==> src/rtl/pcfx_bkram_sd_pkg.sv <==
// pcfx_bkram_sd_pkg: constants, transfer state type and image sizing helper
// for the backup-RAM SD mover.
package pcfx_bkram_sd_pkg;
    localparam int BK_SECTORS      = 64;
    localparam int BK_SECTOR_WORDS = 256;
    typedef enum logic [1:0] {IDLE, REQ, XFER, NEXT} bk_state_t;
    // Whole 512-byte sectors in the image, clamped to what the RAM holds
    function automatic int unsigned sect_count(input logic [63:0] size, input int unsigned max_sect);
        return (size[63:9] > 55'(max_sect)) ? max_sect : 32'(size[40:9]);
    endfunction
endpackage

==> src/rtl/pcfx_bkram_sd.sv <==
// pcfx_bkram_sd: streams the backup-RAM image between the HPS SD block
// interface and port B of the backup-RAM DPRAM on load/save requests.
module pcfx_bkram_sd
    import pcfx_bkram_sd_pkg::*;
#(
    parameter int SECTORS = BK_SECTORS,
    parameter int RAM_AW  = 14
) (
    input  logic              clk_sys,
    input  logic              reset,
    input  logic              img_mounted,
    input  logic              img_readonly,
    input  logic [63:0]       img_size,
    input  logic              bk_load,
    input  logic              bk_save,
    output logic              bk_ena,
    output logic              bk_loading,
    output logic              bk_saving,
    output logic [31:0]       sd_lba,
    output logic              sd_rd,
    output logic              sd_wr,
    input  logic              sd_ack,
    input  logic [7:0]        sd_buff_addr,
    input  logic [15:0]       sd_buff_dout,
    input  logic              sd_buff_wr,
    output logic [15:0]       sd_buff_din,
    output logic [RAM_AW-1:0] bram_addr,
    output logic              bram_we,
    output logic [15:0]       bram_wdata,
    input  logic [15:0]       bram_rdata
);
    localparam int SW = RAM_AW - $clog2(BK_SECTOR_WORDS);
    localparam int NW = SW + 1;

    bk_state_t     state, state_nx;
    logic [SW-1:0] sector;
    logic [NW-1:0] mnt_nsect, op_nsect, new_nsect;
    logic          load_d, save_d, load_go, save_go, last;

    assign new_nsect = NW'(sect_count(img_size, SECTORS));
    assign load_go   = bk_load && !load_d && bk_ena;
    assign save_go   = bk_save && !save_d && bk_ena && !img_readonly;
    assign last      = {1'b0, sector} == op_nsect - NW'(1);
    assign sd_lba    = 32'(sector);

    always_comb begin
        state_nx    = state;
        sd_rd       = 1'b0;
        sd_wr       = 1'b0;
        bram_we     = 1'b0;
        bram_addr   = '0;
        bram_wdata  = '0;
        sd_buff_din = '0;
        case (state)
            IDLE: state_nx = (load_go || save_go) ? REQ : IDLE;
            REQ: begin
                sd_rd    = bk_loading;
                sd_wr    = bk_saving;
                state_nx = sd_ack ? XFER : REQ;
            end
            XFER: begin
                bram_we  = bk_loading && sd_buff_wr;
                state_nx = sd_ack ? XFER : NEXT;
            end
            default: state_nx = last ? IDLE : REQ;
        endcase
        if (bram_we || bk_saving) bram_addr = {sector, sd_buff_addr};
        if (bram_we) bram_wdata = sd_buff_dout;
        if (bk_saving) sd_buff_din = bram_rdata;
    end

    // The sector count is captured at op start so a mount mid-transfer only affects the next op
    always_ff @(posedge clk_sys or posedge reset) begin
        if (reset) begin
            state      <= IDLE;
            sector     <= '0;
            mnt_nsect  <= '0;
            op_nsect   <= '0;
            load_d     <= 1'b0;
            save_d     <= 1'b0;
            bk_ena     <= 1'b0;
            bk_loading <= 1'b0;
            bk_saving  <= 1'b0;
        end else begin
            state  <= state_nx;
            load_d <= bk_load;
            save_d <= bk_save;
            if (img_mounted) begin
                mnt_nsect <= new_nsect;
                bk_ena    <= new_nsect != '0;
            end
            if (state == IDLE && state_nx == REQ) begin
                sector     <= '0;
                op_nsect   <= mnt_nsect;
                bk_loading <= load_go;
                bk_saving  <= !load_go;
            end
            if (state == NEXT) begin
                if (last) begin
                    bk_loading <= 1'b0;
                    bk_saving  <= 1'b0;
                end else begin
                    sector <= sector + SW'(1);
                end
            end
        end
    end
endmodule

==> config.mk <==
export PLATFORM = sky130hd
export DESIGN_NAME = pcfx_bkram_sd
export DESIGN_NICKNAME = d
export VERILOG_FILES = /design/src/rtl/pcfx_bkram_sd_pkg.sv /design/src/rtl/pcfx_bkram_sd.sv
export SDC_FILE = /design/constraint.sdc
export NUM_CORES = 1
export LEC_CHECK = 0
export BUFFER_PORTS_ARGS = -buffer_cell sky130_fd_sc_hd__buf_2
export CAP_MARGIN = 10
export CORE_ASPECT_RATIO = 0.75
export CORE_MARGIN = 2
export CORE_UTILIZATION = 35
export DETAILED_ROUTE_END_ITERATION = 10
export PLACE_DENSITY = 0.74
export SETUP_SLACK_MARGIN = 0.15
export SLEW_MARGIN = 20
export SYNTH_ARGS = -nofsm -noshare
export SYNTH_HDL_FRONTEND = slang
export SYNTH_SLANG_ARGS = --single-unit
==> constraint.sdc <==
create_clock -name clk_sys -period 2.7 [get_ports clk_sys]
set_input_delay 0.27 -clock clk_sys [delete_from_list [all_inputs] [get_ports clk_sys]]
set_output_delay 0.27 -clock clk_sys [all_outputs]
set_load 0.01 [all_outputs]
==> flow_summary.yaml <==
cts:
  clk_path_buf_depth: 2
  postCtsHoldBufs: 0
  clkTransAtPathRegs_ns: 0.10
  htree_levels: 1
  cts-buffers-inserted: 3
  cts_tree: "built"
  cts-root-buf: "clkbuf_8"
  clk_latency_ns: 0.27
  cts_num_sinks: 27
setup_path:
  cp.arrival_ns: 2.57
  timing.rr.start: "op_nsect[1]"
  crit_type: "flip-flop to flip-flop"
  path_max_fanout: 7
  cp-end-kind: "flip-flop"
  path_cells: "inv_1 -> ha_1 -> o21ba_2 -> a221o_2 -> a211oi_1 -> o31a_1 -> nor2_1 -> mux2i_1"
  required_ns: 2.85
  regToRegSetupSlack_ns: 0.28
  cp_slowest_cell: "dfrtp_1"
  max_stage_delay_ns: 0.46
  crit_start: "op_nsect[1]"
  start_kind: "flip-flop"
timing:
  hold_viol_final: 0
  worstMarginPinSlew_ns: 0.823
  rsz0062_at_grt: "no"
  hold_ws_ns: 0.0398
  relSlewSlack_pct: 44.9
  min_period_ns: 2.42
  finalWorstSetupSlack_ns: 0.282
  slew_violations: 0
  fmaxAchievable_mhz: 413
  min_period_over_period_pct: 89.6
  fin_tns_setup_ns: 0
  setup_viol_count_final: 0
  fin_worst_skew_ns: 0.00773
power_and_ir_drop:
  p_comb_share_pct: 48.4
  power_w: 0.00161
  p_sw_w: 0.000675
  ir_drop_mv: 0.273
  internal-power_w: 0.000935
  power_leakage_nw: 1.53
  powerDensity_mw_per_mm2: 568
  switching_share_pct: 41.9
  power_frac_seq_pct: 37.1
  clockPowerShare_pct: 14.5
status:
  outcome: "finished clean"
synth:
  ys_top_cells_by_area: "dfrtp_1 34%, and2_1 11%, buf_4 9.7%"
  yosys.area.top_type: "dfrtp_1"
  synth_top_area_share_pct: 33.8
  synth_edf_count: 0
  netlist_area_mm2: 0.00200
  yosysUniqueCellTypes: 38
  syn_area_per_cell_um2: 8.04
  synthCells: 249
  ys.flop_type: "dfrtp_1"
  yosys_warnings: 0
  synthArstFlopShare_pct: 100
  ys_seq_area_share_pct: 33.8
  ys_ff_latch: 27
routing:
  antenna_left: 0
  drt_iter0_drc: 84
  vias: 2205
  drt-wirelength-per-cell_um: 13.0
  drc: 0
  first_pass_iters: 4
  vias_per_cell: 4.58
  wirelength_mm: 6.26
grt:
  grt-ovfl-total: 0
  antenna_found_initial: 0
  track_usage_pct: 18.2
  grt_pass1_wl_mm: 9.67
  grt_max_degree: 28
  grt_pass1_vias: 2087
final_layout:
  final_nets: 521
  fill_cells: 543
  area_growth_pct: 41.6
  sequential_cell_area_um2: 677
  drive_above_1_share_pct: 42.6
  n_antenna_cell: 0
  finalInstanceArea_mm2: 0.00283
  multi_input_area_mm2: 0.00114
place:
  placed_area_mm2: 0.00276
  pre_cts_ws_ns: 0.264
  port_buffers: 160
  dp_hpwl_mm: 5.20
  gp_congestion: 0.824
worst_hold_path:
  min_path_type: "input pin to async pin"
floorplanning:
  dieArea_mm2: 0.00635
  dieHeight_um: 69.5
  num_rows: 23
  pin_count: 196
  die_w_um: 91.3
  fp.coreArea_mm2: 0.00544
  start_util_pct: 36.8
run:
  maxCapViolations: 0
## layer usage
layer | GRT usage (%) | up-vias | wire [um] | share of wire [%]
met1 | 23.9 | 1004 | 2720 | 43
met3 | 2.07 | 2 | 335 | 5.4
li1 | - | 1103 | - | -
met5 | 0 | - | 0 | 0
met4 | 2.86 | 0 | 8 | 0.13
met2 | 32.9 | 96 | 3200 | 51
## metrics by stage
stage | instances | util, %
floorplan | 274 | -
global placement | 474 | 50.7
detailed placement | 474 | 50.7
CTS | 478 | 51.6
global route | 481 | 52.1
finish | 481 | 52.1
## timing repair
action	CTS	global route
hold endpoints to repair	0	0
resized for setup	0	1
setup endpoints to repair	0	7
setup buffers	0	2
## path summary, 6_finish.rpt
| check | endpoint | cells after the start |
|---|---|---|
| max reg2reg | sector[0] | 8 |
| min in group clk_sys | save_d | 1 |
| max | sector[0] | 8 |
| min | mnt_nsect[5] | 2 |
| min reg2reg | mnt_nsect[4] | 2 |
| max in group asynchronous | op_nsect[0] | 2 |
## power by group through the flow
stage	registers, W	clock network (W)	logic, W
after global routing	0.000617	0.000258	0.000858
after global placement	0.000600	0	0.000766
final	0.000597	0.000234	0.000779
after detailed placement	0.000606	0	0.000780
after floorplan	0.000567	0	0.000494
after CTS	0.000598	0.000241	0.000782
## Yosys cell counts (2+ instances only)
cell type,n
nor3b_1,2
buf_4,26
ha_1,2
nor2b_1,16
nor3_1,5
o21ai_0,17
clkbuf_1,9
nor4_1,13
dfrtp_1,27
inv_1,12
nand4_1,6
nand2_1,25
a211oi_1,2
o31ai_1,3
and2_1,35
a21oi_1,3
xnor2_1,3
nand3_1,4
nand2b_1,3
nor2_1,10
mux2i_1,5
or3_1,2
xor2_1,3
and3_1,2
## kinds of logic after synthesis
logic type      count (synthesis)  share of synthesized area, %
other cells                     1                         0.187
mux                             6                          3.06
flops                          27                          33.8
compound gates                 32                          9.81
fa+ha+maj                       2                          1.25
xor+xnor                        6                          2.63
simple gates                  126                          34.8
buf+inv                        49                          14.5
## critical path, delay by kind of cell (launching register included)
kind | cells | cell delay (ns)
AO/OA/AOI/OAI | 4 | 1.28
flip-flops | 1 | 0.46
adder cells (fa/ha/maj) | 1 | 0.27
multiplexers | 1 | 0.13
AND/OR/NAND/NOR | 1 | 0.11
buffers and inverters | 1 | 0.07
## final cells by class
class                           instances  share of cell area, %
Clock buffer                            3                   1.46
Clock inverter                          1                  0.265
Tap cell                               75                   3.31
Timing Repair Buffer                  164                   29.3
Inverter                               12                   1.59
Multi-Input combinational cell        199                   40.2
Sequential cell                        27                   23.9
## registers in the layout, indices dropped and copies added (netlist names)
name and flops:
state 2, sector 6, bk_ena 1, op_nsect 7
save_d 1, bk_saving 1, mnt_nsect 7, bk_loading 1
load_d 1
## cells in the final DEF (no fill, tap or decap), types with 3 or more instances in the layout
cell type,count
inv_1,11
buf_2,160
nor4_1,13
nand3_1,4
a21oi_1,3
and2_1,35
dfrtp_1,26
conb_1,26
o31ai_1,3
nor2b_1,16
clkbuf_8,3
xnor2_1,3
nand2b_1,3
nor3_1,5
nand2_1,25
xor2_1,3
nor2_1,10
nand4_1,6
mux2i_1,5
buf_4,4
o21ai_0,17
Power figures use the tool's default switching activity.
